==> src/rtl/cla_pipe_adder_pkg.sv <==
// Shared constants and helpers for the pipelined carry-lookahead adder.
package cla_pkg;

    localparam int CLA_GROUP = 4;

    function automatic int num_groups(input int width);
        return width / CLA_GROUP;
    endfunction

endpackage

==> src/rtl/cla_pipe_adder_group4.sv <==
// 4-bit lookahead group: in-group carries, sums and group generate/propagate.
module cla_group4 (
    input  logic [3:0] p,
    input  logic [3:0] g,
    input  logic       ci,
    output logic [3:0] c,
    output logic [3:0] s,
    output logic       gg,
    output logic       gp
);

    assign c[0] = ci;
    assign c[1] = g[0] | (p[0] & ci);
    assign c[2] = g[1] | (p[1] & g[0]) | (p[1] & p[0] & ci);
    assign c[3] = g[2] | (p[2] & g[1]) | (p[2] & p[1] & g[0]) | (p[2] & p[1] & p[0] & ci);

    assign s  = p ^ c;
    assign gg = g[3] | (p[3] & g[2]) | (p[3] & p[2] & g[1]) | (p[3] & p[2] & p[1] & g[0]);
    assign gp = &p;

endmodule

==> src/rtl/cla_pipe_adder.sv <==
// Two-stage pipelined CLA adder/subtractor with valid/ready on both sides.
// Handshake: a transfer happens on any rising edge where valid && ready; valid never depends on ready.
module cla_pipe_adder
    import cla_pkg::*;
#(
    parameter int WIDTH = 16,
    parameter int GROUP = 4
) (
    input  logic             clk,
    input  logic             rst,
    input  logic             in_valid,
    output logic             in_ready,
    input  logic [WIDTH-1:0] a,
    input  logic [WIDTH-1:0] b,
    input  logic             cin,
    input  logic             sub,
    output logic             out_valid,
    input  logic             out_ready,
    output logic [WIDTH-1:0] sum,
    output logic             cout,
    output logic             ovf
);

    localparam int NG = num_groups(WIDTH);

    generate
        if ((GROUP != CLA_GROUP) || (WIDTH % CLA_GROUP != 0) || (WIDTH < CLA_GROUP)) begin : g_bad_cfg
            $error("cla_pipe_adder: WIDTH must be a non-zero multiple of 4 and GROUP must be 4");
        end
    endgenerate

    logic             s2_en;
    logic             s1_en;

    logic [WIDTH-1:0] b_eff;
    logic             c0_in;
    logic [WIDTH-1:0] g_in;
    logic [WIDTH-1:0] p_in;
    logic [NG-1:0]    gg_in;
    logic [NG-1:0]    gp_in;

    logic             s1_valid;
    logic [WIDTH-1:0] s1_p;
    logic [WIDTH-1:0] s1_g;
    logic [NG-1:0]    s1_gg;
    logic [NG-1:0]    s1_gp;
    logic             s1_c0;
    logic             s1_a_msb;
    logic             s1_b_msb;

    logic [NG:0]      grp_c;
    logic [WIDTH-1:0] sum_nxt;
    logic             ovf_nxt;

    logic [WIDTH-1:0] unused_s1_c;
    logic [WIDTH-1:0] unused_s1_s;
    logic [WIDTH-1:0] unused_s2_c;
    logic [NG-1:0]    unused_s2_gg;
    logic [NG-1:0]    unused_s2_gp;

    assign s2_en    = !out_valid || out_ready;
    assign s1_en    = !s1_valid || s2_en;
    assign in_ready = s1_en;

    assign b_eff = sub ? ~b : b;
    assign c0_in = sub ? 1'b1 : cin;
    assign g_in  = a & b_eff;
    assign p_in  = a ^ b_eff;

    // Stage-1 groups only contribute GG/GP; their carry-in is irrelevant there.
    // Stage-2 groups rebuild in-group carries from the registered g/p and the group carry.
    for (genvar k = 0; k < NG; k++) begin : g_grp
        cla_group4 u_s1 (
            .p  (p_in[4*k +: 4]),
            .g  (g_in[4*k +: 4]),
            .ci (1'b0),
            .c  (unused_s1_c[4*k +: 4]),
            .s  (unused_s1_s[4*k +: 4]),
            .gg (gg_in[k]),
            .gp (gp_in[k])
        );

        cla_group4 u_s2 (
            .p  (s1_p[4*k +: 4]),
            .g  (s1_g[4*k +: 4]),
            .ci (grp_c[k]),
            .c  (unused_s2_c[4*k +: 4]),
            .s  (sum_nxt[4*k +: 4]),
            .gg (unused_s2_gg[k]),
            .gp (unused_s2_gp[k])
        );
    end

    // Each group carry is a flat sum of products over GG/GP and c0, never chained through C[k].
    always_comb begin
        logic term;
        logic prod;
        term     = 1'b0;
        prod     = 1'b0;
        grp_c    = '0;
        grp_c[0] = s1_c0;
        for (int k = 0; k < NG; k++) begin
            term = s1_c0;
            for (int m = 0; m <= k; m++) begin
                term = term & s1_gp[m];
            end
            for (int j = 0; j <= k; j++) begin
                prod = s1_gg[j];
                for (int m = j + 1; m <= k; m++) begin
                    prod = prod & s1_gp[m];
                end
                term = term | prod;
            end
            grp_c[k+1] = term;
        end
    end

    assign ovf_nxt = (s1_a_msb == s1_b_msb) && (sum_nxt[WIDTH-1] != s1_a_msb);

    always_ff @(posedge clk) begin
        if (rst) begin
            s1_valid  <= 1'b0;
            s1_p      <= '0;
            s1_g      <= '0;
            s1_gg     <= '0;
            s1_gp     <= '0;
            s1_c0     <= 1'b0;
            s1_a_msb  <= 1'b0;
            s1_b_msb  <= 1'b0;
            out_valid <= 1'b0;
            sum       <= '0;
            cout      <= 1'b0;
            ovf       <= 1'b0;
        end else begin
            if (s1_en) begin
                s1_valid <= in_valid;
                s1_p     <= p_in;
                s1_g     <= g_in;
                s1_gg    <= gg_in;
                s1_gp    <= gp_in;
                s1_c0    <= c0_in;
                s1_a_msb <= a[WIDTH-1];
                s1_b_msb <= b_eff[WIDTH-1];
            end
            if (s2_en) begin
                out_valid <= s1_valid;
                sum       <= sum_nxt;
                cout      <= grp_c[NG];
                ovf       <= ovf_nxt;
            end
        end
    end

endmodule

==> config.mk <==
export PLATFORM = sky130hd
export DESIGN_NAME = cla_pipe_adder
export DESIGN_NICKNAME = d
export VERILOG_FILES = /design/src/rtl/cla_pipe_adder_pkg.sv /design/src/rtl/cla_pipe_adder_group4.sv /design/src/rtl/cla_pipe_adder.sv
export SDC_FILE = /design/constraint.sdc
export NUM_CORES = 1
export LEC_CHECK = 0
export BUFFER_PORTS_ARGS = -buffer_cell sky130_fd_sc_hd__buf_4
export CORE_MARGIN = 2
export CORE_UTILIZATION = 50
export DETAILED_ROUTE_END_ITERATION = 10
export GPL_ROUTABILITY_DRIVEN = 0
export PLACE_DENSITY = 0.76
export SLEW_MARGIN = 0
export SYNTH_ARGS = -nofsm -noshare
export SYNTH_HDL_FRONTEND = slang
export SYNTH_SLANG_ARGS = --single-unit
==> constraint.sdc <==
create_clock -name clk -period 2 [get_ports clk]
set_clock_uncertainty 0.2 [all_clocks]
set_input_delay 0.2 -clock clk [delete_from_list [all_inputs] [get_ports clk]]
set_output_delay 0.2 -clock clk [all_outputs]
set_load 0.02 [all_outputs]
==> flow_metrics.env <==
export IMPL_hp_class="in2reg"
export IMPL_synth_area_leader_cell="dfxtp_1"
export IMPL_yosysWarnings=0
export IMPL_clock_power_share_pct=35.0
export IMPL_synth_seq_cells=59
export IMPL_dp_hpwl_mm=4.55
export IMPL_drtIter0Drc=131
export IMPL_critical_path_buf_inv_count=0
export IMPL_worst_slew_pin_slew_ns=0.374
export IMPL_slew_headroom_pct=75.1
export IMPL_initial_utilization_pct=50.9
export IMPL_avgRoutedWirePerCell_um=13.3
export IMPL_ys_types=43
export IMPL_hp_start="b[15]"
export IMPL_crit_type="reg2reg"
export IMPL_synth_area_um2=2960
export IMPL_switching_share_pct=28.0
export IMPL_avgViaCountPerCell=5.39
export IMPL_die_area_um2=6550
export IMPL_synth_most_common_cell="nand2_1"
export IMPL_reg2reg_from="s1_gp[1]"
export IMPL_netlist_top_cells_count="82 x nand2_1, 59 x dfxtp_1, 50 x a21oi_1"
export IMPL_rsz0062_at_grt="no"
export IMPL_timing_final_crit_share_pct=94.6
export IMPL_arrival_ns=1.91
export IMPL_grt_pass1_vias=2463
export IMPL_synth_nets=413
export IMPL_syn_to_final_growth_pct=21.4
export IMPL_n_antenna_cell=0
export IMPL_final_antenna_net_count=0
export IMPL_reg2reg_to="sum[13]"
export IMPL_grt_antenna_before_repair=0
export IMPL_p_seq_share_pct=45.4
export IMPL_slowest_stage="or3_2"
export IMPL_min_period_ns=1.89
export IMPL_drt_total_wl_mm=6.53
export IMPL_crit_start="s1_gp[1]"
export IMPL_hold_depth=4
export IMPL_clock_path_buffers=2
export IMPL_drc=0
export IMPL_power_mw=3.01
export IMPL_ys_seq_area_share_pct=39.9
export IMPL_syn_area_per_cell_um2=8.34
export IMPL_max_stage_delay_ns=0.40
export IMPL_first_pass_iters=4
export IMPL_outcome="complete, no violations"
export IMPL_vias=2643
export IMPL_grt_usage_pct=21.0
export IMPL_timing_hold_ws_ns=0.0247
export IMPL_htreeDepth=3
export IMPL_finalHoldViolations=0
export IMPL_fin_nets=468
export IMPL_synth_cells=355
export IMPL_synth_top_area_share_pct=39.9
export IMPL_grt_start_max_net_pins=45
export IMPL_synthFlopType="dfxtp_1"
export IMPL_cts_sinks=59
export IMPL_drv_slew=0
export IMPL_path_cells="a21oi_2 > nand2_1 > a21o_1 > ha_1 > or3_2 > nand3_1 > a21oi_1"
export IMPL_cp_max_fo=4
export IMPL_p_leak_nw=1.66
export IMPL_worstSetupEndpointType="flop"
export IMPL_die_w_um=80.9
export IMPL_port_buffers=57
export IMPL_fin_area_um2=3590
export IMPL_cts_root_buf="clkbuf_8"
export IMPL_clock_latency_ns=0.34
export IMPL_io_pins=58
export IMPL_peakVddDrop_uv=444
export IMPL_synth_edf_count=0
export IMPL_cap_viol_max_count=0
export IMPL_die_y_um=80.9
export IMPL_power_switching_uw=843
export IMPL_cts_tree="done"
export IMPL_p_per_area_nw_per_um2=839
export IMPL_ff2ff_path_depth=7
export IMPL_synth_area_leaders="dfxtp_1 40%, nand2_1 10%, a21oi_1 8.5%, ha_1 8.5%, xor2_1 5.3%"
export IMPL_row_count=28
export IMPL_drive_gt1_share_pct=20.5
export IMPL_p_int_mw=2.17
export IMPL_clkTransAtPathRegs_ns=0.07
export IMPL_max_freq_ghz=0.528
export IMPL_required_ns=2.01
export IMPL_setup_viol=0
export IMPL_timing_hold_worst_endpoint="s1_b_msb"
export IMPL_path_delay_family="simple AND/OR/NAND/NOR gates"
export IMPL_cts_made_buffers=9
export IMPL_core_um2=5820
export IMPL_finalSetupTns_ns=0
export IMPL_async_flop_share_pct=0
export IMPL_r2r_slack_ns=0.11
export IMPL_cp_start_kind="flop"
export IMPL_grt_ovfl_total=0
export IMPL_dpl_cell_area_um2=3360
export IMPL_grt_pass1_wl_mm=10.7
export IMPL_combPwrFrac_pct=19.6
[layout make-up]
class / instances / area [um^2]
Tap cell: 75 / 93.8
Sequential cell: 59 / 1180
Clock buffer: 10 / 138
Timing Repair Buffer: 65 / 495
Fill cell: 546 / 2220
Multi-Input combinational cell: 272 / 1610
Clock inverter: 6 / 55.1
Inverter: 3 / 16.3
[power groups by stage]
stage	logic [mW]	registers, mW	clock network, mW
4_1_cts	0.587	1.37	1.07
5_1_grt	0.658	1.38	1.12
3_5_place_dp	0.577	1.39	0
3_3_place_gp	0.571	1.39	0
2_1_floorplan	0.331	1.43	0
6_report	0.591	1.37	1.06
[state kept, by name, summed over array words and instances (netlist names), 4 cells and up]
name / count
s1_p: 16
sum: 16
s1_g: 12
s1_gg: 4
s1_gp: 4
[tightest hold or removal path: cells and delay by family]
family | cells | cell delay (ns)
XOR/XNOR | 1 | 0.07
buffers and inverters | 1 | 0.08
AND/OR/NAND/NOR | 2 | 0.17
[cell usage in the layout (no fill, tap or decap), types with 2 or more instances in the layout]
master / count
a21oi_1: 50
clkbuf_8: 10
nand3b_1: 2
nor3_2: 2
nor2_1: 12
o211ai_1: 2
a21o_1: 10
a31oi_1: 2
xor2_1: 18
nand3_1: 20
nor3_1: 3
o21ai_1: 3
clkinv_2: 5
nand2_1: 82
dfxtp_1: 59
or3_1: 6
ha_1: 20
dlygate4sd3_1: 3
nor4b_1: 2
inv_1: 2
o21ai_0: 8
buf_4: 62
and3_1: 5
a211oi_1: 5
a221oi_1: 4
[per-layer routing]
layer / track usage (%) / wire [um] / vias to the layer above
met4: 8.64 / 110 / 0
met3: 3.56 / 211 / 10
met1: 27.1 / 3150 / 1236
met5: 0 / 0 / -
met2: 34.9 / 3060 / 45
li1: - / - / 1352
[worst max-delay path by stage]
stage,to,slack [ns],cells past startpoint
2_1_floorplan,s1_gg[0],0.08,7
3_3_place_gp,sum[13],0.12,7
3_5_place_dp,sum[13],0.1,7
4_1_cts,in_ready,0.06,4
5_1_grt,sum[13],0.001,7
6_report,sum[13],0.11,7
[what timing repair did]
item / CTS / global route
gates resized for setup: 0 / 1
buffers inserted: 0 / 1
hold buffers: 3 / 0
setup endpoints to repair: 0 / 2
endpoints found under the hold margin: 3 / 0
[metrics by stage]
step / cells / worst slack (ns) / utilization [%]
3_3_place_gp: 470 / 0.125 / 57.8
2_1_floorplan: 355 / 0.0820 / -
5_1_grt: 490 / 0.00121 / 61.8
3_5_place_dp: 470 / 0.0989 / 57.8
6_report: 490 / 0.107 / 61.8
4_1_cts: 489 / 0.0586 / 61.6
[logic make-up after synthesis]
| family | count (synthesis) | share of synthesized area [%] |
|---|---|---|
| AOI/OAI and AO/OA | 91 | 18.4 |
| and+or+nand+nor | 142 | 22.1 |
| buffers and inverters | 24 | 5.58 |
| DFF | 59 | 39.9 |
| xor gates and xnor gates | 19 | 5.62 |
| adders and majority gates | 20 | 8.46 |
No activity file was read; power rests on OpenSTA's default activity.
